$ cat src/rtl/uart_pkg.sv
// Shared UART definitions: FSM state codes and line levels, used by both the
// transmit and receive paths of the serial link.
package uart_pkg;

    localparam int   DATA_BITS   = 8;
    localparam logic LINE_IDLE   = 1'b1;
    localparam logic START_LEVEL = 1'b0;

    localparam logic [2:0] ST_IDLE   = 3'd0;
    localparam logic [2:0] ST_START  = 3'd1;
    localparam logic [2:0] ST_DATA   = 3'd2;
    localparam logic [2:0] ST_PARITY = 3'd3;
    localparam logic [2:0] ST_STOP   = 3'd4;
    localparam logic [2:0] ST_DONE   = 3'd5;

endpackage

$ cat src/rtl/tx_bps_module.sv
// Transmit bit-period counter: counts 0..BPS_DIV-1 while enabled and flags the
// last cycle of each bit period. Same shape as the receive-side baud module.
module tx_bps_module #(
    parameter int BPS_DIV = 8
) (
    input  logic CLK,
    input  logic RST,
    input  logic clear,
    input  logic enable,
    output logic bit_end
);

    localparam int CNT_W = (BPS_DIV > 1) ? $clog2(BPS_DIV) : 1;
    localparam logic [CNT_W-1:0] CNT_LAST = CNT_W'(BPS_DIV - 1);

    logic [CNT_W-1:0] cnt_reg;

    always_ff @(posedge CLK) begin
        if (RST || clear) begin
            cnt_reg <= '0;
        end else if (enable) begin
            cnt_reg <= (cnt_reg == CNT_LAST) ? '0 : cnt_reg + 1'b1;
        end
    end

    assign bit_end = enable && (cnt_reg == CNT_LAST);

endmodule

$ cat src/rtl/uart_tx_module.sv
// 8N1 UART transmitter, LSB first, with internal bit-period timing.
// Define UART_TX_PARITY_EN to insert an even-parity bit after D7.
module uart_tx_module
    import uart_pkg::*;
#(
    parameter int CLK_FREQ = 50_000_000,
    parameter int BAUD     = 9600
) (
    input  logic       CLK,
    input  logic       RST,
    input  logic       TX_En_Sig,
    input  logic [7:0] TX_Data,
    output logic       TX_Pin_Out,
    output logic       TX_Busy_Sig,
    output logic       TX_Done_Sig
);

    localparam int BPS_DIV = CLK_FREQ / BAUD;

    logic [2:0]           state_reg;
    logic [DATA_BITS-1:0] shift_reg;
    logic [2:0]           bit_idx_reg;
    logic                 pin_reg;
    logic                 busy_reg;
    logic                 done_reg;
`ifdef UART_TX_PARITY_EN
    logic                 parity_reg;
`endif

    logic accept;
    logic bps_en;
    logic bit_end;

    // A new request is also taken in the DONE cycle so frames can run back to back.
    assign accept = TX_En_Sig && ((state_reg == ST_IDLE) || (state_reg == ST_DONE));
    assign bps_en = (state_reg != ST_IDLE) && (state_reg != ST_DONE);

    tx_bps_module #(
        .BPS_DIV (BPS_DIV)
    ) u_bps (
        .CLK     (CLK),
        .RST     (RST),
        .clear   (accept),
        .enable  (bps_en),
        .bit_end (bit_end)
    );

    always_ff @(posedge CLK) begin
        if (RST) begin
            state_reg   <= ST_IDLE;
            shift_reg   <= '0;
            bit_idx_reg <= '0;
            pin_reg     <= LINE_IDLE;
            busy_reg    <= 1'b0;
            done_reg    <= 1'b0;
`ifdef UART_TX_PARITY_EN
            parity_reg  <= 1'b0;
`endif
        end else begin
            case (state_reg)
                ST_IDLE, ST_DONE: begin
                    done_reg <= 1'b0;
                    if (accept) begin
                        shift_reg   <= TX_Data;
                        bit_idx_reg <= '0;
                        pin_reg     <= START_LEVEL;
                        busy_reg    <= 1'b1;
                        state_reg   <= ST_START;
`ifdef UART_TX_PARITY_EN
                        parity_reg  <= ^TX_Data;
`endif
                    end else begin
                        pin_reg   <= LINE_IDLE;
                        busy_reg  <= 1'b0;
                        state_reg <= ST_IDLE;
                    end
                end
                ST_START: begin
                    if (bit_end) begin
                        pin_reg   <= shift_reg[0];
                        shift_reg <= shift_reg >> 1;
                        state_reg <= ST_DATA;
                    end
                end
                ST_DATA: begin
                    if (bit_end) begin
                        if (bit_idx_reg == 3'(DATA_BITS - 1)) begin
`ifdef UART_TX_PARITY_EN
                            pin_reg   <= parity_reg;
                            state_reg <= ST_PARITY;
`else
                            pin_reg   <= LINE_IDLE;
                            state_reg <= ST_STOP;
`endif
                        end else begin
                            pin_reg     <= shift_reg[0];
                            shift_reg   <= shift_reg >> 1;
                            bit_idx_reg <= bit_idx_reg + 3'd1;
                        end
                    end
                end
`ifdef UART_TX_PARITY_EN
                ST_PARITY: begin
                    if (bit_end) begin
                        pin_reg   <= LINE_IDLE;
                        state_reg <= ST_STOP;
                    end
                end
`endif
                ST_STOP: begin
                    if (bit_end) begin
                        pin_reg   <= LINE_IDLE;
                        busy_reg  <= 1'b0;
                        done_reg  <= 1'b1;
                        state_reg <= ST_DONE;
                    end
                end
                default: begin
                    pin_reg   <= LINE_IDLE;
                    busy_reg  <= 1'b0;
                    done_reg  <= 1'b0;
                    state_reg <= ST_IDLE;
                end
            endcase
        end
    end

    assign TX_Pin_Out  = pin_reg;
    assign TX_Busy_Sig = busy_reg;
    assign TX_Done_Sig = done_reg;

endmodule

$ cat config.mk
export PLATFORM = sky130hd
export DESIGN_NAME = uart_tx_module
export DESIGN_NICKNAME = d
export VERILOG_FILES = /design/src/rtl/uart_pkg.sv /design/src/rtl/tx_bps_module.sv /design/src/rtl/uart_tx_module.sv
export SDC_FILE = /design/constraint.sdc
export NUM_CORES = 1
export LEC_CHECK = 0
export ABC_AREA = 1
export BUFFER_PORTS_ARGS = -buffer_cell sky130_fd_sc_hd__buf_4
export CAP_MARGIN = 10
export CORE_MARGIN = 10
export CORE_UTILIZATION = 40
export CTS_CLUSTER_SIZE = 16
export DETAILED_ROUTE_END_ITERATION = 7
export GPL_TIMING_DRIVEN = 0
export HOLD_SLACK_MARGIN = 0.02
export PLACE_DENSITY = 0.61
export SLEW_MARGIN = 20
export SYNTH_ARGS = -nofsm -noshare
export SYNTH_HDL_FRONTEND = slang
export SYNTH_SLANG_ARGS = --single-unit
export TNS_END_PERCENT = 20
$ cat constraint.sdc
create_clock -name CLK -period 1.95 [get_ports CLK]
set_input_delay 0.39 -clock CLK [delete_from_list [all_inputs] [get_ports CLK]]
set_output_delay 0.39 -clock CLK [all_outputs]
set_load 0.01 [all_outputs]
==> results of run 1 <==
## cell families (layout without fill, tap and decap cells)
logic type                 count (synthesis)  after routing  share of synthesized area [%]
AOI/OAI and AO/OA                         32             32                           10.2
adders and majority gates                  3              3                           2.04
buffers and inverters                     33             53                           8.29
DFF                                       30             30                           32.6
and+or+nand+nor                          184            184                           46.8
## routing by layer
layer,wire (um),GRT usage (%),up-vias
li1,-,-,947
met1,1970,14.5,784
met2,2000,19.3,29
met3,227,3.71,4
met4,36,4.35,0
met5,0,0,-
## placed cells by master (no fill, tap or decap), drive strengths merged
master	count
a21oi	28
buf	16
clkbuf	8
dfxtp	30
ha	3
inv	29
nand2	99
nand3	31
nand3b	2
nand4	6
nor2	38
nor3	6
o21ai	2
o21bai	2
or2	2
## final cells by class
cell class | count | area [um2]
Inverter | 29 | 114
Clock buffer | 7 | 76.3
Sequential cell | 30 | 601
Timing Repair Buffer | 13 | 97.6
Multi-Input combinational cell | 219 | 1090
Tap cell | 52 | 65.1
Buffer | 4 | 38.8
Fill cell | 456 | 2330
## per-stage QoR
| stage | total power [W] | setup slack (ns) | utilization [%] | area, um2 | hold slack (ns) |
|---|---|---|---|---|---|
| 6_report | 0.00312 | 0.217 | 47.1 | 2080 | 0.298 |
| 3_5_place_dp | 0.00267 | 0.230 | 45.4 | 2000 | 0.451 |
| 5_1_grt | 0.00342 | 0.0672 | 47.1 | 2080 | 0.296 |
| 4_1_cts | 0.00316 | 0.200 | 47.1 | 2080 | 0.288 |
| 3_3_place_gp | 0.00267 | 0.247 | 45.4 | 2000 | 0.447 |
| 2_1_floorplan | 0.00231 | 0.496 | - | 1840 | 0.433 |
## cell usage after synthesis
cell and n:
sky130_fd_sc_hd__a21oi_1 24, sky130_fd_sc_hd__a21oi_2 3, sky130_fd_sc_hd__a21oi_4 1, sky130_fd_sc_hd__buf_2 1
sky130_fd_sc_hd__buf_8 2, sky130_fd_sc_hd__clkbuf_1 1, sky130_fd_sc_hd__dfxtp_1 30, sky130_fd_sc_hd__ha_1 3
sky130_fd_sc_hd__inv_1 24, sky130_fd_sc_hd__inv_2 4, sky130_fd_sc_hd__inv_6 1, sky130_fd_sc_hd__nand2_1 89
sky130_fd_sc_hd__nand2_2 4, sky130_fd_sc_hd__nand2_4 6, sky130_fd_sc_hd__nand3_1 28, sky130_fd_sc_hd__nand3_2 2
sky130_fd_sc_hd__nand3_4 1, sky130_fd_sc_hd__nand3b_1 2, sky130_fd_sc_hd__nand4_1 6, sky130_fd_sc_hd__nor2_1 36
sky130_fd_sc_hd__nor2_2 2, sky130_fd_sc_hd__nor3_1 3, sky130_fd_sc_hd__nor3_2 3, sky130_fd_sc_hd__o21ai_0 2
sky130_fd_sc_hd__o21bai_1 2, sky130_fd_sc_hd__or2_2 2
## power by group through the flow
stage	clock, W	sequential, W	combinational [W]
2_1_floorplan	0	0.000892	0.00141
3_3_place_gp	0	0.000905	0.00176
3_5_place_dp	0	0.000906	0.00177
4_1_cts	0.000495	0.000894	0.00177
5_1_grt	0.000514	0.000913	0.00199
6_report	0.000470	0.000896	0.00176
## worst max path at each step
stage	from	to	slack (ns)
2_1_floorplan	u_bps.cnt_reg[0]	shift_reg[3]	0.50
3_3_place_gp	u_bps.cnt_reg[0]	shift_reg[4]	0.25
3_5_place_dp	u_bps.cnt_reg[0]	shift_reg[5]	0.23
4_1_cts	u_bps.cnt_reg[0]	shift_reg[4]	0.20
5_1_grt	u_bps.cnt_reg[0]	shift_reg[4]	0.07
6_report	u_bps.cnt_reg[0]	shift_reg[4]	0.22
==> impl_summary.md, run 1 <==
Setup path
The worst register-to-register path ends at shift_reg[4]. Among cell families on the critical path, the largest total delay comes from simple AND/OR/NAND/NOR gates. The worst setup path is launched from a register. Walking the worst path, the cells encountered are ha_1, nand2_2, nor3_2, nand3_2, nand2_4, buf_8, nand3_1, nand2_1, nor2_1. For flop-to-flop paths, the worst setup slack is 0.22 ns. Data arrives at the worst endpoint at ~1.9 ns. The count of cells along the worst register-to-register path is 9.

Data on the critical path is required at its endpoint by 2.13 ns. The worst setup path is captured at a register. The path length in cells of the critical path is 9. Among all stages on the critical path, the largest delay is contributed by sky130_fd_sc_hd__dfxtp_1.

On the worst path, the slowest cell contributes a delay of about 0.39 ns. The origin of the critical flop-to-flop path is u_bps.cnt_reg[0]. By startpoint and endpoint, the worst setup path is classified as register to register. Along the worst path, the maximum fanout reaches 10.

The number of buffers and inverters on the critical path is 1.

Die
The die area is just under 8000 um2. The core footprint is between 4000 and 5000 um2. For this configuration, the core starts out at a cell density of a little over two fifths. The row count is 24. In this run the horizontal extent of the chip is 87.8 um. The count of boundary I/O pins is 14. The height of the chip is slightly below 90 um.

Timing
The total count of max-transition violations in the final report is 0. The final count of hold timing violations came to 0. The normalized max-slew margin is 68.8%. The clock tree skew after final layout is 0.00337 ns. The pin slew with the least headroom to its limit is 0.467 ns. Setup violations remaining at the end of the flow were counted as 0.

The final clock period utilization by the worst path is 88.9%. For the finished layout, the period the worst path requires is between 1.5 and 2 ns. Setup repair after global routing left no endpoint under its margin. Setup total negative slack on the finished layout was measured at 0 ns. Timing would allow up to 577 MHz.

Synth
During synthesis, Yosys emitted a total of 0 warnings. Synthesis produced 282 cells. Synthesis produced a netlist with a net count of 296. The cell type with the highest aggregate area in the netlist is sky130_fd_sc_hd__dfxtp_1. Sequential elements use between 30% and 40% of the synthesized area. The synthesized area per cell is 6.53 um2. Summing every instance area after synthesis gives 1840 um2. By area the synthesized netlist is led by sky130_fd_sc_hd__dfxtp_1 33%, sky130_fd_sc_hd__nand2_1 18%, sky130_fd_sc_hd__nand3_1 7.6%. The distinct cell type count after synthesis is 26. The register bit total from synthesis is 30.

In this run the biggest area consumer among cell types represents 32.6% of the synthesized area.

CTS
Clock-pin slew was measured on the worst setup and hold paths at 0.06 ns. TritonCTS built the clock tree. CTS saw 30 sinks.

The count of hold-fix buffers inserted at cts is 0. The number of buffers added for setup after CTS is 0. The quantity of gates resized following cts is 0. The tree is rooted in a sky130_fd_sc_hd__clkbuf_8. The H-tree was split into 2 levels.

The clock latency of the later-clocked register in the worst-skew pair is 0.28 ns. The maximum buffer depth of the clock tree is 2. The number of buffers added by the clock tree synthesis step is 5.

Cells and area
The number of flip-flops under the largest register name is 13. The number of antenna diodes is 0. The final standard cell count with taps included and fillers excluded is roughly 350. The share of final-layout standard cells stronger than drive strength 1 is 16.6%.

The synthesis-to-finish area growth is 13.0%. In the final design database the tool counted 316 nets.

Place
The number of placed cells counting well taps is 347. In this run the tool buffered the top-level ports with 13 buffer cells. The HPWL reported at the end of detailed placement is 3.11 mm.

The congestion estimate from routability-driven global placement came to 0.871.

Route
The detailed-route vias per instance is ~5. The count of routing violations after the opening detailed-route iteration is 78. For this block, the routed nets add up to 4.23 mm of wire. The total number of vias is 1764. Once detail routing completed, the nets flagged for antenna violations numbered 0.

The first detailed-routing pass took 4 iterations. The detailed-route wire length per cell is 12.0 um. The number of remaining DRC errors is 0.

Global routing
The first global-routing pass estimated 7.42 mm of wire. Summed over all layers, the global routing overflow is 0. The initial antenna violation count is 0.

The global router's overall resource usage is 11.9%. Entering global routing, the biggest net connects 11 pins. The via count of the first global-routing pass came to approximately 1600.

Pwr
Of the total power, combinational logic draws 56.3%. The total power divided by cell area is about 1500 nW/um2. The proportion of power drawn by flip-flops and latches is 28.7%. The leakage power is 0.888 nW. The worst-case IR drop observed on VDD is around 0.00092 V.

Net switching is 46.8% of the power. The clock network burns 15.1% of the power. In this run the power spent charging and discharging nets is ~0.0015 W.

The internal portion of the total power is 0.00166 W.

Hold path
The cell depth of the worst hold path is 2. The path class of the tightest hold or removal check is input port to register. The worst hold path terminates at shift_reg[7]. In this run the most critical hold path is launched from RST.

Job
The max-capacitance violation count is 0.

Status
The flow ran to the end, and the final reports show no timing, DRC or antenna violations.
(Power assumes the default switching activity.)
==> run 2, diff against run 1 <==
- CAP_MARGIN: 10 -> not set
- MAX_ROUTING_LAYER: not set -> met4
==> run 2 against run 1 <==
Effect of this change: count of clock-buffer cells in the layout unchanged; core utilization is the same; clock skew fell by 0.0022 ns; maximum frequency barely moved; first-iteration DRC count increased by 5.1%; die area is the same; clock power barely moved; worst setup slack barely moved; routed wire length rose by 0.38%; critical path type unchanged; largest power group unchanged; highest routed layer unchanged.
==> impl_summary.md, run 2 (synthesized netlist as in run 1, its figures left out) <==
Cells and area
The library cells used most frequently in the layout, excluding fill and tap cells, are 89 x sky130_fd_sc_hd__nand2_1, 36 x sky130_fd_sc_hd__nor2_1, 30 x sky130_fd_sc_hd__dfxtp_1, 28 x sky130_fd_sc_hd__nand3_1. The net count of the finished layout was 316 (unchanged). The share of final-layout standard cells stronger than drive strength 1 is 16.6% (unchanged). The most common cell after layout, fill and taps aside is sky130_fd_sc_hd__nand2_1. The number of flip-flops under the largest register name is 13 (unchanged). The synthesis-to-finish area growth came to 13.0% (unchanged). The number of antenna diodes came to 0 (unchanged).

Die
The row count is 24 (unchanged). The initial standard-cell utilization of the core is 41.7% (unchanged). The core footprint is 4410 um2 (unchanged). The count of boundary I/O pins is 14 (unchanged). The height of the chip is 87.8 um (unchanged).

The die area is 7710 um2 (unchanged). The horizontal extent of the die is 87.8 um (unchanged).

CTS
The clock tree root buffer cell is sky130_fd_sc_hd__clkbuf_8. The total clock sinks is 30 (unchanged). The maximum buffer depth of the clock tree was 2 (unchanged). The count of hold-fix buffers inserted at cts is 0 (unchanged). The clock transition time at the flip-flop clock pins of the worst setup and hold paths came to 0.06 ns (about the same). The maximum level of the CTS H-tree is 2 (unchanged). The number of buffers added for setup after CTS was 0 (unchanged). The clock latency of the later-clocked register in the worst-skew pair is 0.28 ns (about the same).

The number of buffers added by the clock tree synthesis step is 5 (unchanged). TritonCTS built the clock tree. The quantity of gates resized following cts is 0 (unchanged).

Setup path
The data required time at the worst endpoint is 2.13 ns (about the same). The maximum fanout count along the critical path is 10 (unchanged). The kind of end point of the critical path is a register. The count of cells along the worst register-to-register path is 9 (unchanged). For this design, the slowest cell found on the critical path is sky130_fd_sc_hd__dfxtp_1. The critical path goes through ha_1, nand2_2, nor3_2, nand3_2, nand2_4, buf_8, nand3_1, nand2_1, nor2_1. The worst stage delay on the critical path is 0.39 ns (about the same).

STA classifies the critical path startpoint as a register. The critical path class is register to register. The worst endpoint data arrival time is 1.91 ns (about the same).

Timing
The final period demand of the worst path is 1.73 ns (-0.000453 ns). The worst setup slack after layout is 0.218 ns (+0.000453 ns). The final setup TNS was 0 ns (unchanged). The normalized max-slew margin was 68.9% (about the same).

Setup repair after global routing left no endpoint under its margin. The worst hold slack after final layout is 0.298 ns (+0.0000740 ns). The clock tree skew after final layout is 0.00120 ns (-0.00216 ns). The setup-violating endpoint count in the final report came to 0 (unchanged). The upper clock frequency limit came to 577 MHz (about the same). The pin slew with the least headroom to its limit is 0.467 ns (-0.000363 ns). The final clock period utilization by the worst path is 88.8% (about the same). The final count of hold timing violations is 0 (unchanged). The total count of max-transition violations in the final report is 0 (unchanged).

Place
The placer congestion estimate is 0.885 (+1.6%). The pre-CTS setup slack is 0.230 ns (unchanged). The HPWL reported at the end of detailed placement came to 3.11 mm (unchanged). The number of buffer cells added on primary ports is 13 (unchanged).

Hold path
The cell depth of the worst hold path is 2 (unchanged). The worst hold path belongs to the class input port to register.

Route
The detailed-route wire length per cell was 12.0 um (+0.38%). The detailed-router iteration count before antenna repair is 4 (unchanged). The count of routing violations after the opening detailed-route iteration came to 82 (+5.1%). The detailed-route vias per instance is 4.98 (unchanged). The number of remaining DRC errors came to 0 (unchanged). The count of nets left with antenna violations after detail routing was 0 (unchanged). The aggregate routed wire length is 4.25 mm (+0.38%).

The total number of vias is 1764 (unchanged).

Global routing
The global router's overall resource usage is 12.3% (+0.38 points). The largest net degree at the start of global routing is 11 (unchanged). The via count of the first global-routing pass is 1618 (unchanged).

The global-route congestion overflow total is 0 (unchanged). The global-route wire length before repair is 7.42 mm (about the same). The initial antenna violation count is 0 (unchanged).

Pwr
The leakage power is 0.888 nW (unchanged). The worst vdd rail ir drop came to 0.000932 V (+0.99%). The total power divided by cell area is 1500 nW/um2 (+0.19%).

Status
The flow ran to the end, and the final reports show no timing, DRC or antenna violations.

Job
The max-capacitance violation count is 0 (unchanged).
[run 2: metrics by stage]
step	cells	power (W)	instance area (um2)	utilization, %
after floorplan	282	0.00231	1840	-
after global placement	347	0.00267	2000	45.4
after detailed placement	347	0.00267	2000	45.4
after CTS	354	0.00316	2080	47.1
after global routing	354	0.00342	2080	47.1
final	354	0.00313	2080	47.1
[run 2: per-layer routing]
layer	wire length (um)	GRT usage, %	up-vias
met1	2010	14.8	780
met5	0	-	-
met3	219	3.34	5
li1	-	-	947
met2	1980	19.3	32
met4	45	4.35	0
[run 2: path summary, 6_finish.rpt]
path	endpoint	slack (ns)	from
min reg2reg	shift_reg[7]	0.46	shift_reg[7]
min	shift_reg[7]	0.30	RST
max reg2reg	shift_reg[4]	0.22	u_bps.cnt_reg[0]
max	shift_reg[4]	0.22	u_bps.cnt_reg[0]
[run 2: final cells by class]
type | count | area [um2]
fill | 456 | 2330
clock buffer | 7 | 76.3
multi-input combinational | 219 | 1090
buffer | 4 | 38.8
inverter | 29 | 114
tap | 52 | 65.1
sequential | 30 | 601
timing repair buffer | 13 | 97.6
[run 2: worst max-delay path: cells and delay by family, from the launching register on]
kind | cells | cell delay (ns)
simple gates | 7 | 0.83
flops | 1 | 0.39
buf+inv | 1 | 0.14
fa+ha+maj | 1 | 0.26
[run 2: where the power goes]
part / switching, W / internal (W) / total [W] / leakage, nW
clock network: 0.000227 / 0.000245 / 0.000472 / 0.0383
logic: 0.00112 / 0.000637 / 0.00176 / 0.604
registers: 0.000116 / 0.000779 / 0.000896 / 0.245
